File: config.mk
export PLATFORM = sky130hd
export DESIGN_NAME = irq_pending_capture
export DESIGN_NICKNAME = d
export VERILOG_FILES = /design/src/rtl/irq_pending_capture.sv
export SDC_FILE = /design/constraint.sdc
export NUM_CORES = 1
export LEC_CHECK = 0
export CAP_MARGIN = 40
export CELL_PAD_IN_SITES_DETAIL_PLACEMENT = 2
export CELL_PAD_IN_SITES_GLOBAL_PLACEMENT = 2
export CORE_UTILIZATION = 23
export DETAILED_ROUTE_END_ITERATION = 6
export GPL_ROUTABILITY_DRIVEN = 0
export PLACE_DENSITY = 0.89
export SLEW_MARGIN = 20
export SYNTH_ARGS = -nofsm -noshare
export SYNTH_HDL_FRONTEND = slang
export SYNTH_SLANG_ARGS = --single-unit
File: constraint.sdc
create_clock -name clk -period 1.05 [get_ports clk]
set_input_delay 0.1575 -clock clk [delete_from_list [all_inputs] [get_ports clk]]
set_output_delay 0.1575 -clock clk [all_outputs]
set_load 0.02 [all_outputs]
File: src/rtl/irq_pending_capture.sv
// Request capture for the 8-to-3 priority encoder: edge/level pending register plus frozen masked snapshot.
// Latency: request to irq_req is 2 cycles; irq_ack retires the snapshot and allows a new one one IDLE cycle later.
module irq_pending_capture #(
  parameter int N   = 8,
  parameter int IDW = $clog2(N)
) (
  input  logic           clk,
  input  logic           rst,
  input  logic [N-1:0]   req_in,
  input  logic [N-1:0]   mode,
  input  logic [N-1:0]   mask,
  output logic [N-1:0]   pend_vec,
  output logic           irq_req,
  input  logic           irq_ack,
  input  logic [IDW-1:0] ack_id,
  output logic [N-1:0]   pending
);

  typedef enum logic {IDLE = 1'b0, REQ = 1'b1} state_t;

  state_t       state, state_next;
  logic [N-1:0] req_d;
  logic [N-1:0] set_vec;
  logic [N-1:0] clr_vec;
  logic [N-1:0] pending_next;
  logic [N-1:0] pend_vec_next;
  logic [N-1:0] unmasked;

  // Edge detection runs regardless of mask and state, so edges seen during REQ accumulate.
  assign set_vec      = (mode & req_in & ~req_d) | (~mode & req_in);
  assign clr_vec      = (state == REQ && irq_ack) ? ({{(N-1){1'b0}}, 1'b1} << ack_id) : '0;
  assign pending_next = set_vec | (pending & ~clr_vec);
  assign unmasked     = pending & ~mask;
  assign irq_req      = (state == REQ);

  always_ff @(posedge clk or posedge rst) begin
    if (rst) begin
      req_d    <= '0;
      pending  <= '0;
      state    <= IDLE;
      pend_vec <= '0;
    end else begin
      req_d    <= req_in;
      pending  <= pending_next;
      state    <= state_next;
      pend_vec <= pend_vec_next;
    end
  end

  always_comb begin
    state_next    = state;
    pend_vec_next = pend_vec;
    case (state)
      IDLE: begin
        pend_vec_next = '0;
        if (|unmasked) begin
          pend_vec_next = unmasked;
          state_next    = REQ;
        end
      end
      REQ: begin
        // ack_id is deliberately not checked against the snapshot.
        if (irq_ack) begin
          pend_vec_next = '0;
          state_next    = IDLE;
        end
      end
      default: begin
        pend_vec_next = '0;
        state_next    = IDLE;
      end
    endcase
  end

endmodule

== After elaboration in Yosys (flattened, before gate mapping) ==
Index checks and enable logic that the tools add are counted.
Cells by class
  shift operators: 1
  equality and inequality tests: 1
  add/sub/neg operators: 0
  muxes and demuxes: 7
  $lt $le $gt $ge: 0
  multipliers: 0
  div/mod/pow operators: 0
  reduce and logical (&&, ||, !) cells: 2
  bitwise logic cells: 12
Operators with widths (count)
  bitwise AND 8 bit: 5
  NOT 8 bit: 4
  2-to-1 mux 8 bit: 3
  bitwise OR 8 bit: 2
  one-hot mux 8 bit (2 select lines): 1
  OR reduction 8 bit: 1
  left shift 1 x 3 -> 8 bit, first input constant: 1
  2-to-1 mux 1 bit: 2
  inequality test 2 bit, second input constant: 1
  one-hot mux 1 bit (2 select lines): 1
  logical AND 1 bit: 1
  NOT 1 bit: 1
Storage, ports and cells
  memories kept: 0
  flip-flop bits (word level): 25
  bits in latches: 0
  bits in writable memories: 0
  word-level logic and storage cells: 27
  memory bits (read-only): 0

== Longest topological paths before layout ==
  depth after elaboration: 5
  gate-level depth with buffers: 4
  mapped depth without buffers: 3

== Least setup slack after synthesis ==
Ideal clock, no wire load.
  kind: register -> register
  start: reg state, in the netlist irq_req
  end: reg pending[7]
  required time: 929 ps
  path buffers: 0
  stages on the path, launching flop included: 4
  arrival: 990 ps
  slack: -61 ps
  path through: dfrtp_1 and3_2 nand3_1 a22o_1
On the way
  longest elaborated chain between the ends: 5
Ends and longest elaborated chain
  from (decl): line 21  | state_t state, state_next;
  from (signal assigned): line 45  | state <= state_next;
  logical AND 1 bit: line 31  | assign clr_vec = (state == REQ && irq_ack) ? ({{(N-1){1'b0}}, 1'b1} << ack_id) : '0;
  2-to-1 mux 8 bit: line 31
  NOT 8 bit: line 32  | assign pending_next = set_vec | (pending & ~clr_vec);
  bitwise AND 8 bit: line 32
  bitwise OR 8 bit: line 32
  via pending_next[7]: line 25  | logic [N-1:0] pending_next;
  to (signal assigned): line 44  | pending <= pending_next;
  to (decl): line 16  | output logic [N-1:0] pending
The timed path passes the listed nets, and every way through them passes these cells.
A chain may end at the register's enable or synchronous reset.

== Worst setup path after layout ==
  start: reg state, in the netlist irq_req
  end: reg pending[0]
Same word-level chain as after synthesis.

==> impl_metrics.env <==
export IMPL_synth_seq_cells=25
export IMPL_synth_simple_area_share_pct=20.9
export IMPL_synth_edf_count=0
export IMPL_placed_cell_area_um2=1580
export IMPL_path_cells="and3b_2, nand2_1, a22o_1"
export IMPL_skew_ns=0.00322
export IMPL_nets=181
export IMPL_tns_ns=-0.325
export IMPL_die_area_um2=4420
export IMPL_layout_setup_ws_ns=-0.0557
export IMPL_synth_ff_type="dfrtp_1"
export IMPL_p_leak_uw=0.000759
export IMPL_cts_sinks=25
export IMPL_grt_pass1_vias=1065
export IMPL_status="finished, violations left"
export IMPL_synth_compound_area_share_pct=12.4
export IMPL_h_tree_depth=1
export IMPL_rsz0062_at_grt="yes"
export IMPL_antenna_found_initial=0
export IMPL_cpLargestDelayFamily="flip-flops"
export IMPL_dp_cells=193
export IMPL_netlist_instances=86
export IMPL_remaining_drc_errors=0
export IMPL_io_buffers=46
export IMPL_synth_top_area_share_pct=65.4
export IMPL_syn_nets=116
export IMPL_finalWirelength_mm=3.40
export IMPL_arrival_ns=1.28
export IMPL_setup_violations=11
export IMPL_critical_path_cell_count=3
export IMPL_synthXorXnorAreaFrac_pct=0
export IMPL_p_total_uw=2160
export IMPL_ys_seq_area_share_pct=65.4
export IMPL_cts_buffers=3
export IMPL_ios=47
export IMPL_final_antenna_net_count=0
export IMPL_worst_pin_slew_ns=0.195
export IMPL_clk_insertion_delay_late_ns=0.28
export IMPL_r2r_start="irq_req"
export IMPL_hold_path_class="in2async"
export IMPL_max_stage_delay_ns=0.45
export IMPL_area_delta_synth_final_pct=79.3
export IMPL_initial_core_util_pct=23.9
export IMPL_n_antenna_cell=0
export IMPL_drive_above_1_share_pct=41.3
export IMPL_overflow=0
export IMPL_maxSlewViolCount=0
export IMPL_synth_adder_area_share_pct=0
export IMPL_crit_buf_inv=0
export IMPL_netlist_area_um2=957
export IMPL_crit_fanout=4
export IMPL_synth_area_mux_share_pct=0
export IMPL_die_w_um=66.5
export IMPL_period_share_pct=105
export IMPL_fin_cells=200
export IMPL_reg2reg_depth=3
export IMPL_fmax_mhz=904
export IMPL_vdd_drop_max_uv=618
export IMPL_hold_viol_final=0
export IMPL_power_per_cell_area_nw_per_um2=1260
export IMPL_failed_checks="negative setup slack"
export IMPL_critPathKind="reg2reg"
export IMPL_grt_pass1_wl_mm=5.51
export IMPL_cts_tree="yes"
export IMPL_fp_dieH_um=66.5
export IMPL_cts_buffer_depth=2
export IMPL_clk_pin_slew_ns=0.09
export IMPL_worst_setup_path_start_kind="register"
export IMPL_cp_required_ns=1.22
export IMPL_synth_top_family_by_area="simple AND/OR/NAND/NOR gates"
export IMPL_worstReg2RegEnd="pending[0]"
export IMPL_drt_iter0_markers=23
export IMPL_hpwl_mm=2.34
export IMPL_endpoint_kind="register"
export IMPL_core_area_um2=4000
export IMPL_fin_area_um2=1720
export IMPL_grt_max_degree=26
export IMPL_vias=899
export IMPL_synth_distinct_cells=16
export IMPL_num_rows=23
export IMPL_synth_commonest_cells="dfrtp_1 (25), nand2_1 (23), a22o_1 (8), nand2b_1 (8), o21ai_0 (8)"
export IMPL_cts_root_buf="clkbuf_8"
export IMPL_via_per_inst=4.50
export IMPL_async_reset_ff_share_pct=100
export IMPL_yosys_top_cells_area="dfrtp_1 (65%), nand2_1 (9.0%), a22o_1 (7.3%), nand2b_1 (5.2%), o21ai_0 (4.2%)"
export IMPL_syn_area_per_cell_um2=11.1
export IMPL_wl_per_cell_um=17.0
export IMPL_period_needed_ns=1.11
export IMPL_dr_pass1_iters=4
export IMPL_timing_slew_headroom_pct=87.0
export IMPL_slowest_stage="dfrtp_2"
export IMPL_r2r_setup_slack_ns=-0.06
export IMPL_fin_hold_ws_ns=0.204
export IMPL_ys_warn_count=0
export IMPL_synth_most_common_cell="dfrtp_1"
export IMPL_grtUsageTotal_pct=17.6
export IMPL_maxCapViolCount=0
export IMPL_yosysTopAreaCell="dfrtp_1"
## registers in the layout, summed over array words and instances, names as in the netlist
| name | cells |
|---|---|
| pend_vec | 8 |
| irq_req | 1 |
| req_d | 8 |
| pending | 8 |
## layout by cell type (no fill, tap or decap), drive strengths merged
cell            n
a22o            8
and2b           1
and3            1
and3b           1
buf            33
clkbuf          3
clkdlybuf4s50  29
clkinv          1
dfrtp          25
inv             1
nand2          23
nand2b          8
nand3           2
nand4           2
nor2            1
nor2b           2
o21ai           8
o31a            1
## worst max path at each step
stage	slack, ns	from	end
2_1_floorplan	0.004	irq_req	pending[3]
3_3_place_gp	-0.27	irq_ack	pending[7]
3_5_place_dp	-0.32	irq_ack	pending[7]
4_1_cts	-0.05	irq_req	pending[1]
5_1_grt	-0.1	pending[7]	irq_req
6_report	-0.06	irq_req	pending[0]
## kinds of logic (layout without fill, tap and decap cells)
| family | Yosys count | after routing |
|---|---|---|
| compound gates | 17 | 17 |
| buf+inv | 3 | 67 |
| flops | 25 | 25 |
| simple gates | 41 | 41 |
## per-layer routing
layer / GRT usage (%) / wire length, um / vias to the layer above / part of all wire (%)
met2: 31.4 / 1780 / 27 / 52
met5: 0 / 0 / - / 0
met3: 2.91 / 169 / 5 / 5.0
li1: - / - / 422 / -
met1: 21.2 / 1410 / 445 / 41
met4: 6.38 / 47 / 0 / 1.4
## area by class of cell
class,count,area (um^2)
Timing Repair Buffer,62,554
Multi-Input combinational cell,58,423
Clock buffer,3,41.3
Tap cell,50,62.6
Fill cell,415,2280
Clock inverter,1,5.00
Sequential cell,25,627
Inverter,1,3.75
## worst register-to-register path, cell delays in order (launching register included)
cell and delay (ns):
dfrtp_2 0.45, and3b_2 0.26, nand2_1 0.07, a22o_1 0.22
## where the power goes
part	switching, uW	internal (uW)	total [uW]
clock network	334	267	601
logic	226	265	491
registers	41.6	1020	1070
## stage by stage
step,util [%],setup WS [ns]
after detailed placement,39.6,-0.323
after global routing,42.9,-0.0993
after floorplan,-,0.00404
final,42.9,-0.0557
after CTS,42.0,-0.0524
after global placement,39.6,-0.271
## repair_timing
action                                  4_1_cts  5_1_grt
hold endpoints to repair                      0        0
endpoints found under the setup margin       34       20
gates resized for setup                     100       13
pin swaps                                    21        3
buffers inserted                              3        0
hold buffers                                  0        0
Power figures use the tool's default switching activity.
